### src/rtl/i2s_tx_serializer.sv
// Philips I2S transmitter in the bit-clock domain: pops one FWFT sample per frame and sends
// it MSB-first on both channels, with word select, frame strobe and underrun accounting.
module i2s_tx_serializer #(
    parameter int unsigned PKT_WIDTH     = 16,
    parameter int unsigned SLOT_WIDTH    = 16,
    parameter int unsigned UNDERRUN_HOLD = 1
) (
    input  logic                 clkI2SBit_i,
    input  logic                 rstI2S_n_i,
    input  logic                 enable_i,
    input  logic [PKT_WIDTH-1:0] pktFifo_i,
    input  logic                 fifoEmpty_i,
    output logic                 fifoRdEn_o,
    output logic                 i2sLRCLK_o,
    output logic                 i2sSD_o,
    output logic                 frameStrobe_o,
    output logic                 underrun_o,
    output logic [7:0]           underrunCnt_o
);

    localparam int unsigned FrameLen = 2 * SLOT_WIDTH;
    localparam int unsigned PosW     = $clog2(FrameLen);

    localparam logic [PosW-1:0] PosLast   = PosW'(FrameLen - 1);
    localparam logic [PosW-1:0] PosSlot   = PosW'(SLOT_WIDTH);
    localparam logic [PosW-1:0] PosLrRise = PosW'(SLOT_WIDTH - 1);
    localparam logic [PosW-1:0] PosLrFall = PosW'(FrameLen - 2);

    typedef enum logic {StIdle, StRun} state_e;

    state_e                 state_q, state_d;
    logic [PosW-1:0]        pos_q, pos_d;
    logic [PKT_WIDTH-1:0]   tx_q, tx_d;
    logic                   sd_q, sd_d;
    logic                   lrclk_q, lrclk_d;
    logic                   strobe_q, strobe_d;
    logic                   underrun_q, underrun_d;
    logic [7:0]             cnt_q, cnt_d;

    logic                   load;
    logic                   running_d;
    logic [PosW-1:0]        slot_pos;
    logic [SLOT_WIDTH-1:0]  slot_word;
    logic [SLOT_WIDTH-1:0]  slot_shifted;

    always_comb begin
        load    = 1'b0;
        state_d = state_q;
        pos_d   = pos_q;
        case (state_q)
            StIdle: begin
                if (enable_i) begin
                    load    = 1'b1;
                    state_d = StRun;
                    pos_d   = '0;
                end
            end
            StRun: begin
                // Enable is only honoured on the closing cycle so frames are never cut short.
                if (pos_q == PosLast) begin
                    if (enable_i) begin
                        load  = 1'b1;
                        pos_d = '0;
                    end else begin
                        state_d = StIdle;
                    end
                end else begin
                    pos_d = pos_q + PosW'(1);
                end
            end
            default: begin
                state_d = StIdle;
                pos_d   = PosLast;
            end
        endcase

        fifoRdEn_o = load && !fifoEmpty_i && rstI2S_n_i;
        underrun_d = load && fifoEmpty_i;

        tx_d = tx_q;
        if (load) begin
            if (!fifoEmpty_i) begin
                tx_d = pktFifo_i;
            end else if (UNDERRUN_HOLD == 0) begin
                tx_d = '0;
            end
        end

        cnt_d = cnt_q;
        if (underrun_d && (cnt_q != 8'hFF)) begin
            cnt_d = cnt_q + 8'd1;
        end

        // Outputs are computed from next-cycle state so the registers line up with pos_q.
        running_d    = (state_d == StRun);
        slot_word    = SLOT_WIDTH'(tx_d) << (SLOT_WIDTH - PKT_WIDTH);
        slot_pos     = (pos_d < PosSlot) ? pos_d : (pos_d - PosSlot);
        slot_shifted = slot_word << slot_pos;
        sd_d         = running_d && slot_shifted[SLOT_WIDTH-1];
        lrclk_d      = running_d && (pos_d >= PosLrRise) && (pos_d <= PosLrFall);
        strobe_d     = running_d && (pos_d == '0);
    end

    always_ff @(posedge clkI2SBit_i or negedge rstI2S_n_i) begin
        if (!rstI2S_n_i) begin
            state_q    <= StIdle;
            pos_q      <= PosLast;
            tx_q       <= '0;
            sd_q       <= 1'b0;
            lrclk_q    <= 1'b0;
            strobe_q   <= 1'b0;
            underrun_q <= 1'b0;
            cnt_q      <= 8'd0;
        end else begin
            state_q    <= state_d;
            pos_q      <= pos_d;
            tx_q       <= tx_d;
            sd_q       <= sd_d;
            lrclk_q    <= lrclk_d;
            strobe_q   <= strobe_d;
            underrun_q <= underrun_d;
            cnt_q      <= cnt_d;
        end
    end

    assign i2sSD_o       = sd_q;
    assign i2sLRCLK_o    = lrclk_q;
    assign frameStrobe_o = strobe_q;
    assign underrun_o    = underrun_q;
    assign underrunCnt_o = cnt_q;

endmodule

### config.mk
export PLATFORM = sky130hd
export DESIGN_NAME = i2s_tx_serializer
export DESIGN_NICKNAME = d
export VERILOG_FILES = /design/src/rtl/i2s_tx_serializer.sv
export SDC_FILE = /design/constraint.sdc
export NUM_CORES = 1
export LEC_CHECK = 0
export BUFFER_PORTS_ARGS = -buffer_cell sky130_fd_sc_hd__buf_2
export CORE_MARGIN = 10
export CORE_UTILIZATION = 30
export DETAILED_ROUTE_END_ITERATION = 10
export MAX_ROUTING_LAYER = met4
export PLACE_DENSITY = 0.46
export SYNTH_ARGS = -nofsm -noshare
export SYNTH_HDL_FRONTEND = slang
export SYNTH_SLANG_ARGS = --single-unit
### constraint.sdc
create_clock -name clkI2SBit_i -period 8 [get_ports clkI2SBit_i]
set_input_delay 1.2 -clock clkI2SBit_i [delete_from_list [all_inputs] [get_ports clkI2SBit_i]]
set_output_delay 1.2 -clock clkI2SBit_i [all_outputs]
set_load 0.01 [all_outputs]
Word-level counts from Yosys, hierarchy flattened
Index checks and enable logic that the tools add are counted.
{ "word_totals": {"regBits": 34, "output_inout_bits": 13} }
{ "op_classes": {"add_sub_neg": 3, "order_cmp": 3, "eq_ne": 2, "shifts": 1, "muxes": 11, "bitwise_logic": 1, "reduce_logical": 10} }
{ "ops": {"columns": ["cell", "n"], "rows": [
  ["2-to-1 mux 16 bit", 2],
  ["<< shifter 16 x 5 -> 16 bit", 1],
  ["2-to-1 mux 5 bit", 3],
  ["case mux 5 bit (2 select lines)", 1],
  ["adder 8 x 1 -> 8 bit, second input constant", 1],
  ["logical AND 1 bit", 8],
  ["inequality test 8 bit, second input constant", 1],
  ["adder 5 x 1 -> 5 bit, second input constant", 1],
  ["equality test 5 bit, second input constant", 1],
  ["greater-or-equal comparator 5 x 4 -> 1 bit, second input constant", 1],
  ["<= comparator 5 bit, second input constant", 1],
  ["zero test 5 bit", 1],
  ["< comparator 5 bit, second input constant", 1],
  ["subtractor 5 bit, second input constant", 1],
  ["case mux 1 bit (2 select lines)", 2],
  ["2-to-1 mux 1 bit", 3],
  ["zero test 1 bit", 1],
  ["inverter 1 bit", 1]
]} }

Depth between registers and ports, before layout
Gate-level depths: netlist (run 1).
{ "logic_depth": {"ltp_word": 7, "mapped_depth": 9, "mapped_depth_nobuf": 9} }

Worst setup path after synthesis (run 1)
Ideal clock, no wire load.
{ "synth_path": {"path_type": "input -> register", "startpoint": "in enable_i", "endpoint": "reg sd_q, in the netlist i2sSD_o", "setup_time_ns": 0.123, "arrival_time_ns": 2.755, "path_slack_ns": 5.122, "path_stages": 7, "n_path_buf": 1, "path_cell_list": "inv_1 -> a211oi_4 -> buf_4 -> mux2_2 -> o311ai_0 -> a21oi_1 -> o221a_2"} }
{ "synth_rtl": {"columns": ["item", "line_no", "text"], "rows": [
  ["start, declared", "10", "input logic enable_i,"],
  ["2-to-1 mux 1 bit (*)", "52, 61", null],
  ["2-to-1 mux 1 bit", "60", "if (pos_q == PosLast) begin"],
  ["case mux 1 bit (2 select lines) (*)", "50", "case (state_q)"],
  ["2-to-1 mux 16 bit (*)", "81", "if (load) begin"],
  ["named net slot_word[9]", "43", "logic [SLOT_WIDTH-1:0] slot_word;"],
  ["<< shifter 16 x 5 -> 16 bit (*)", "98", "slot_shifted = slot_word << slot_pos;"],
  ["logical AND 1 bit (*)", "99", "sd_d = running_d && slot_shifted[SLOT_WIDTH-1];"],
  ["named net sd_d", "34", "logic sd_q, sd_d;"],
  ["end signal, assigned", "109", "sd_q <= 1'b0;"],
  ["end signal, assigned", "118", "sd_q <= sd_d;"],
  ["end, declared", "34", null]
]} }
Mark *: on every way through the listed nets, which the timed path passes. The rest lies on a longest branch.
A chain may end at the register's enable or synchronous reset.

Worst setup path in the final report (run 1)
{ "layout_path": {"startpoint": "in rstI2S_n_i", "endpoint": "out fifoRdEn_o"} }
{ "layout_via": {"elab_chain_len": 1} }
{ "layout_lines": {"columns": ["item", "line_no", "text"], "rows": [
  ["start, declared", "9", "input logic rstI2S_n_i,"],
  ["logical AND 1 bit", "77", "fifoRdEn_o = load && !fifoEmpty_i && rstI2S_n_i;"],
  ["end, declared", "13", "output logic fifoRdEn_o,"]
]} }
No other way between the ends.

==> metrics.txt, run 1 <==
status complete, no violations; Setup TNS 0 ps; first-pass GRT wire length 6010 um; Total GRT Usage 8.81%; initial core utilization 31.5%; CP bufs+invs 2; Max IR drop VDD 0.137 mV; DR DRC count 0; vias per cell 4.75; P_sw 275 uW; WP depth 3; switch share 36.5%; maximum clock path buffer count 2; TritonCTS clock tree yes; Synth area leaders dfrtp_1, mux2_2, dfstp_2, xnor2_1, mux2i_1; total number of vias 1131; CP endpoint fifoRdEn_o; Setup violations, final 0; Antenna diodes 0; Post-synth EDFFs 0; # IOs 33; # nets final 189; Syn. warnings 0; post-synthesis async set-or-reset flop share 100%; CP cell instances buf_2 > and4b_1 > buf_2; reg2reg end i2sSD_o; largest net degree at the start of global routing 36; Gate power share 44.1%; Reg-to-Reg Start pos_q[0]; CP top delay family buffers and inverters; Pre-antenna DRT Iters 4; PortBufs 32; Critical Path Source Type input pin; TritonCTS Buffers 5; clk_skew 3.39 ps; flop2flop setup slack 4840 ps; CP Launch Point rstI2S_n_i; H-Tree Depth 2; Finished Core Util 37.6%; max_slew headroom 45.3%; Synth cell types 41; initial antenna violation count 0; fraction of layout instances using a drive strength above 1 39.9%; Pint 478 uW; post-route ant nets 0; share of the yosys chip area belonging to registers 52.6%; slowest cell on the critical path buf_2; syn_nets 154; setup bufs post-CTS 0; Die Y 93.7 um; post-detail-place hpwl 2780 um; RSZ-0062 raised after global routing no; Placed Cells 230; DIE AREA 8780 sq um; Layout area overhead 19.5%; DIE WIDTH 93.7 um; Mean Syn Cell Area 12.3 sq um; Fin. Hold Viols 0; fin crit period 3430 ps; vias in the first global route 1297; Critical Path AT 2230 ps; area of the multi-input gates 736 sq um; Tcrit/Tclk final 42.9%; Max-Cap Viols 0; Clk pwr share 17.1%; Critical Path Fanout Max 35; Clock Tree Root clkbuf_8; # resized after CTS 0; Hold-fix buffers, CTS 0; Crit path top cell by count buf_2; Critical Path RT 6800 ps; Worst-Skew Late Latency 280 ps; Fillers 523; Hold WS 495 ps; grt ovf 0; Tightest Pin Transition 818 ps; Core Footprint 5170 sq um; PwrDens 387 nW/um^2; critical path class in -> out; cell leakage power 0.000896 uW; Final Max Slew Viols 0; top_reg_cell synth dfrtp_1; share of the synthesized area in the top cell type 44.5%; Cell Count, Final, Fillers Out 238; 1st-iter DRT viols 66; worst hold path class reg -> reg; cells on worst reg2reg path 8; Synth area leader dfrtp_1; clk sinks 34; clk slew on worst S/H paths 60 ps; maximum clock rate 0.291 GHz; FP Rows 26; crit end category output pin; Post-Syn Area 1630 sq um; gp weighted congestion 0.857; Sequential cell area 857 sq um; Avg WL per Cell 15.2 um; slowest stage delay, CP 580 ps; Sequential Power Share 38.9%; cells after synthesis 132; synthesized flop and latch total 34; final wirelength 3610 um
how the worst min path moves through the flow:
stage,slack [ps],depth (start not counted),startpoint,end
after floorplan,470,1,tx_q[2],tx_q[2]
after global placement,470,1,underrunCnt_o[5],underrunCnt_o[5]
after detailed placement,480,1,tx_q[7],tx_q[7]
after CTS,500,1,tx_q[7],tx_q[7]
after global routing,510,1,underrunCnt_o[5],underrunCnt_o[5]
final,490,1,tx_q[7],tx_q[7]
cells in the mapped netlist, types with 4 or more instances:
master / count
dfrtp_1: 29
mux2_2: 18
xnor2_1: 7
nor2_1: 6
dfstp_2: 5
nand2_1: 5
inv_1: 4
mux2i_1: 4
nand2b_1: 4
nand3_1: 4
cells by family (layout without fill, tap and decap cells):
| family | after synthesis | in the layout | share of synthesized area, % |
|---|---|---|---|
| simple gates | 34 | 34 | 12.5 |
| xor+xnor | 10 | 10 | 5.38 |
| buf+inv | 8 | 44 | 2.23 |
| flops | 34 | 34 | 52.6 |
| compound gates | 22 | 22 | 10.8 |
| mux | 22 | 22 | 14.9 |
| fa+ha+maj | 2 | 2 | 1.54 |
final cells by class:
type | instances | share of cell area, %
flip-flops and latches | 34 | 44.0
clock inverters | 1 | 0.257
inverters | 4 | 0.771
repair buffers | 32 | 8.23
clock buffers | 7 | 4.43
multi-input cells | 90 | 37.8
well taps | 70 | 4.50
sequential cells by signal (all words and copies together) (netlist names):
register       cells
state_q            1
i2sLRCLK_o         1
underrun_o         1
pos_q              5
i2sSD_o            1
tx_q              16
underrunCnt_o      8
frameStrobe_o      1
power groups by stage:
stage | clock network, uW | registers (uW) | logic, uW
5_1_grt | 140 | 303 | 372
3_3_place_gp | 0 | 294 | 332
3_5_place_dp | 0 | 296 | 336
2_1_floorplan | 0 | 279 | 267
4_1_cts | 134 | 293 | 337
6_report | 129 | 293 | 332
routing by layer:
metal / track usage, % / wire length, um / up-vias
met1: 9.47 / 1580 / 550
met3: 3.36 / 236 / 5
met2: 14.4 / 1750 / 27
met5: - / 0 / -
li1: - / - / 549
met4: 3.42 / 45 / 0
cells in the final DEF (no fill, tap or decap), types with 2 or more instances in the layout:
cell / netlist / final
ha_1: 2 / 2
xor2_1: 3 / 3
nor2_1: 6 / 6
nand3_1: 4 / 4
or3_1: 2 / 2
nand3b_1: 2 / 2
and3_1: 2 / 2
xnor2_1: 7 / 7
dfrtp_1: 29 / 29
dfstp_2: 5 / 5
o2111ai_1: 2 / 2
nand2_1: 5 / 5
nand2b_1: 4 / 4
a22o_1: 2 / 2
mux2_2: 18 / 18
inv_1: 4 / 4
buf_2: 1 / 32
mux2i_1: 4 / 4
o211ai_1: 2 / 2
nand4_1: 3 / 3
a31oi_1: 2 / 2
clkbuf_8: 0 / 6
o21ai_0: 2 / 2
a21oi_1: 3 / 3
through the flow:
stage | worst slack (ps) | cell area, sq um | total power (uW)
floorplan | 5120 | 1630 | 546
global placement | 4540 | 1860 | 626
detailed placement | 4490 | 1860 | 632
CTS | 4490 | 1950 | 764
global route | 4400 | 1950 | 816
finish | 4570 | 1950 | 753
worst reg2reg max path, stage by stage, from the launching register on:
cell	delay [ps]
dfstp_2	600
ha_1	320
nand4_4	190
a211oi_4	760
mux2_2	420
or3_1	320
o2111ai_1	80
mux2i_1	100
o221a_2	260
(Power assumes the default switching activity.)
==> inputs of run 2 (changes only) <==
ABC_AREA = 1   (was not set)
PLACE_DENSITY = 0.47   (was 0.46)
clock period = 2.8 ns   (was 8 ns; I/O delays follow)
==> metrics.txt, run 2 <==
PortBufs 32 (unchanged); Crit path top cell by count nand2_4; final wirelength 4540 um (+26%); Pre-antenna DRT Iters 4 (unchanged); most frequent cells in the layout nand2_1, inv_1, buf_2; Setup violations, final 0 (unchanged); Fin. Hold Viols 0 (unchanged); Tightest Pin Transition 456 ps (-362 ps); TritonCTS clock tree yes; most common cell in the netlist nand2_1; # nets final 320 (+69%); max reg flops 16 (unchanged); most common cell after layout, fill and taps aside nand2_1; syn_nets 287 (+86%); total number of vias 1676 (+48%); slowest stage delay, CP 580 ps (about the same); post-detail-place hpwl 3220 um (+16%); share of the synthesized area in the top cell type 36.4% (-8.2 points); Clk pwr share 19.0% (+1.9 points); cell leakage power 0.00130 uW (+45%); Synth area leader dfrtp_1; Finished Core Util 36.1% (-1.5 points); synthesized flop and latch total 34 (unchanged); largest net degree at the start of global routing 35 (-2.8%); cells after synthesis 265 (+100%); Fillers 706 (+35%); met2 Track Usage GR 15.6% (+1.2 points); Synth area leaders dfrtp_1, nand2_1, inv_1, dfstp_2, nand3_1; max_slew headroom 69.6% (+24 points); setup bufs post-CTS 0 (unchanged); # resized after CTS 0 (unchanged); status complete, no violations; Post-synth EDFFs 0 (unchanged); Gate power share 46.4% (+2.3 points); Sequential Power Share 34.7% (-4.2 points); grt ovf 0 (unchanged); Avg WL per Cell 12.1 um (-20%); initial core utilization 31.1% (-0.42 points); maximum clock path buffer count 2 (unchanged); TritonCTS Buffers 5 (unchanged); Mean Syn Cell Area 7.53 sq um (-39%); Tcrit/Tclk final 91.0%; vias in the first global route 1709 (+32%); # IOs 33 (unchanged); Post-Syn Area 2000 sq um (+23%); Core Footprint 6420 sq um (+24%); clk sinks 34 (unchanged); Clock Tree Root clkbuf_8; P_sw 976 uW (+250%); Biggest register tx_q; critical path class reg -> out; Critical Path Fanout Max 23 (-34%); PwrDens 982 nW/um^2 (+150%); 1st-iter DRT viols 30 (-55%); DIE AREA 10300 sq um (+18%); Critical Path RT 2380 ps (-4420 ps); post-route ant nets 0 (unchanged); post-synthesis async set-or-reset flop share 100% (unchanged); Max-Cap Viols 0 (unchanged); commonest cells in the synthesized netlist nand2_1, inv_1, dfrtp_1; Max IR drop VDD 0.416 mV (+200%); fraction of layout instances using a drive strength above 1 20.4% (-19 points); Setup TNS 0 ps (unchanged); Syn. warnings 0 (unchanged); Pint 1300 uW (+170%); Worst-Skew Late Latency 290 ps (about the same); Synth cell types 31 (-24%); met3 Use GR 3.13% (-0.23 points); Final Max Slew Viols 0 (unchanged); worst hold path class in -> async; Hold-fix buffers, CTS 0 (unchanged); Critical Path Source Type flop; H-Tree Depth 2 (unchanged); Total GRT Usage 9.76% (+0.95 points); CP top delay family simple AND/OR/NAND/NOR gates; Antenna diodes 0 (unchanged); CP cell instances ha_1 > nand4_2 > nand2_4 > nand2_4 > nor3b_1 > buf_2; clk slew on worst S/H paths 70 ps (about the same); fin crit period 2550 ps; vias per cell 4.46 (-6.2%); Overall Power 2280 uW (+200%); DR DRC count 0 (unchanged); slowest cell on the critical path dfstp_2; share of the yosys chip area belonging to registers 42.9% (-9.7 points); flop2flop setup slack 540 ps (-4300 ps); crit end category output pin; Layout area overhead 16.2%; maximum clock rate 0.392 GHz; Critical Path AT 2130 ps (-100 ps); gp weighted congestion 0.786 (-8.3%); Die Y 102 um (+8.4%); FP Rows 29 (+12%); clk_skew 8.17 ps (+4.78 ps); Most Used Layer, Global Route met2; DIE WIDTH 102 um (+8.4%); RSZ-0062 raised after global routing no; CP bufs+invs 1 (-1); initial antenna violation count 0 (unchanged); switch share 42.8% (+6.3 points); first-pass GRT wire length 7780 um (+29%); top_reg_cell synth dfrtp_1; global routing usage on met1 11.0% (+1.5 points)
[run 2: metal layers]
layer  wire length [um]  vias to the layer above
li1                   -                      881
met5                  0                        -
met3                252                        7
met1               2220                      757
met2               2000                       31
met4                 69                        0
[run 2: area by class of cell]
cell class,instances,area (sq um),area share [%]
flip-flops and latches,34,857,36.9
inverters,46,173,7.44
well taps,77,96.3,4.15
multi-input cells,177,908,39.2
repair buffers,34,175,7.55
clock buffers,8,110,4.75
[run 2: power by group through the flow]
stage               registers [uW]  logic, uW  clock network (uW)
global route                   814       1260                 469
global placement               798       1080                   0
finish                         789       1060                 432
detailed placement             798       1080                   0
CTS                            791       1090                 450
floorplan                      796        836                   0
[run 2: metrics by stage]
step / cells / area, sq um / setup slack (ps) / hold WS, ps
after detailed placement: 368 / 2210 / 523 / 491
after global routing: 376 / 2320 / 127 / 217
after global placement: 368 / 2210 / 555 / 485
after floorplan: 265 / 2000 / 820 / 124
after CTS: 376 / 2320 / 234 / 196
final: 376 / 2320 / 252 / 174
[run 2: path summary, 6_finish.rpt]
kind,depth (start not counted),end,startpoint
setup / recovery,6,fifoRdEn_o,pos_q[0]
hold / removal,2,tx_q[5],rstI2S_n_i
setup reg to reg,10,underrunCnt_o[7],pos_q[0]
hold reg to reg,1,underrunCnt_o[7],underrunCnt_o[7]
max in group asynchronous,2,pos_q[3],rstI2S_n_i
min in group clkI2SBit_i,5,tx_q[15],pktFifo_i[15]
[run 2: kinds of logic after synthesis]
group,Yosys count,share of synthesized area (%)
flip-flops,34,42.9
AND/OR/NAND/NOR,145,32.8
multiplexers,1,0.564
AO/OA/AOI/OAI,22,7.84
buffers and inverters,54,11.5
XOR/XNOR,7,3.07
adder cells (fa/ha/maj),2,1.25
==> inputs of run 3 (changes only) <==
clock period = 2.15 ns   (was 2.8 ns; I/O delays follow)
==> metrics.txt, run 3 (synthesis results as in run 2) <==
total number of vias 1721 (+2.7%); fraction of layout instances using a drive strength above 1 25.0% (+4.6 points); Critical Path AT 1750 ps (-380 ps); slowest cell on the critical path dfstp_2; max reg flops 16 (unchanged); initial antenna violation count 0 (unchanged); clk slew on worst S/H paths 80 ps (about the same); Setup violations, final 0 (unchanged); Critical Path RT 1830 ps (-550 ps); area of the multi-input gates 951 sq um (+4.7%); maximum clock path buffer count 2 (unchanged); clk sinks 34 (unchanged); Placed Area 2260 sq um (+2.3%); vias per cell 4.42 (-0.75%); TritonCTS Buffers 5 (unchanged); Critical Path Fanout Max 5 (-78%); clk_skew 8.67 ps (+0.496 ps); Core Footprint 6420 sq um (unchanged); FP Rows 29 (unchanged); gp weighted congestion 0.757 (-3.7%); Tightest Pin Transition 493 ps (+36.3 ps); final wirelength 4840 um (+6.5%); cell leakage power 0.00138 uW (+6.3%); Setup TNS 0 ps (unchanged); RSZ-0062 raised after global routing yes; Overall Power 3350 uW (+47%); TritonCTS clock tree yes; critical path class reg -> out; Total GRT Usage 9.79% (+0.028 points); Antenna diodes 0 (unchanged); Clock Tree Root clkbuf_8; # IOs 33 (unchanged); slowest stage delay, CP 600 ps (+20 ps); CP top delay family flip-flops; fin crit period 2080 ps; 1st-iter DRT viols 85 (+180%); Fin. Hold Viols 0 (unchanged); PortBufs 32 (unchanged); vias in the first global route 1726 (+0.99%); CP cell instances ha_4 > nand4_4 > nand2_4 > buf_12 > nand2_8 > nor3b_2 > buf_2; Max-Cap Viols 0 (unchanged); Sequential cell area 857 sq um (unchanged); Layout area overhead 26.9%; most frequent cells in the layout nand2_1, inv_1, buf_2; Hold WS 71.8 ps (-103 ps); initial core utilization 31.1% (unchanged); Biggest register tx_q; first-pass GRT wire length 7910 um (+1.7%); post-route ant nets 0 (unchanged); Die Y 102 um (unchanged); Hold-fix buffers, CTS 0 (unchanged); post-detail-place hpwl 3440 um (+7.0%); largest net degree at the start of global routing 35 (unchanged); CP bufs+invs 2 (+1); H-Tree Depth 2 (unchanged); crit end category output pin; status complete, no violations; DR DRC count 0 (unchanged); Worst-Skew Late Latency 290 ps (about the same); Final Cell Area 2530 sq um (+9.2%); PwrDens 1320 nW/um^2 (+35%); Critical Path Source Type flop; DIE WIDTH 102 um (unchanged); max_slew headroom 67.2% (-2.4 points); Pre-antenna DRT Iters 4 (unchanged); worst hold path class in -> async; Final Max Slew Viols 0 (unchanged); DIE AREA 10300 sq um (unchanged); Fillers 673 (-4.7%); # nets final 333 (+4.1%); most common cell after layout, fill and taps aside nand2_1; Avg WL per Cell 12.4 um (+2.9%); grt ovf 0 (unchanged); maximum clock rate 0.482 GHz; Tcrit/Tclk final 96.5%; Max IR drop VDD 0.505 mV (+21%)
## run 3: cell types whose count changed in the layout (fill, tap and decap cells not counted), moves of 2 or more
cell and change:
bufinv_16 +2, buf_4 +8, clkbuf_8 -3, buf_12 +3, buf_6 +2
## run 3: path summary, 6_finish.rpt
check,startpoint,endpoint,slack (ps),depth (start not counted)
setup reg to reg,pos_q[1],underrunCnt_o[7],120,12
hold reg to reg,underrunCnt_o[7],underrunCnt_o[7],480,1
setup / recovery,pos_q[1],fifoRdEn_o,70,7
hold / removal,rstI2S_n_i,tx_q[6],70,2
min in group clkI2SBit_i,pktFifo_i[15],tx_q[15],390,5
max in group asynchronous,rstI2S_n_i,pos_q[4],1720,2
## run 3: power by group
group	leakage [uW]	internal, uW	total, uW	switching (uW)
combinational	0.000929	604	1580	979
sequential	0.000388	906	1050	141
clock	0.0000683	465	725	260
total	0.00138	1970	3350	1380
## run 3: layout make-up
type | instances | share of cell area, %
clock buffer | 5 | 2.72
clock inverter | 3 | 2.72
inverter | 46 | 6.82
multi-input combinational | 177 | 37.5
sequential | 34 | 33.8
tap | 77 | 3.80
timing repair buffer | 47 | 12.5
## run 3: repair_timing
action,CTS,global route
gates resized for setup,4,5
setup endpoints to repair,1,6
setup buffers,4,4
pin swaps,1,3
## run 3: metrics by stage
step	setup WS (ps)	cells	util (%)
2_1_floorplan	268	265	-
3_3_place_gp	117	373	35.2
3_5_place_dp	35.5	373	35.2
4_1_cts	30.1	385	38.3
5_1_grt	-15.1	389	39.4
6_report	74.2	389	39.4
## run 3: layer usage
metal  part of all wire (%)  GRT usage [%]
met2                     45           15.3
met4                    1.1           3.30
met3                    5.3           3.00
met1                     48           11.7
met5                      0              -
## run 3: worst register-to-register path, stage by stage (launching register included)
cell and delay, ps:
dfstp_2 600, ha_4 170, nand4_4 120, nand2_4 100, buf_12 110, nand2_8 60, buf_12 140, nor2_4 130
nand2_4 80, nor2_4 110, nand3_2 100, nor2_2 100, xor2_1 140
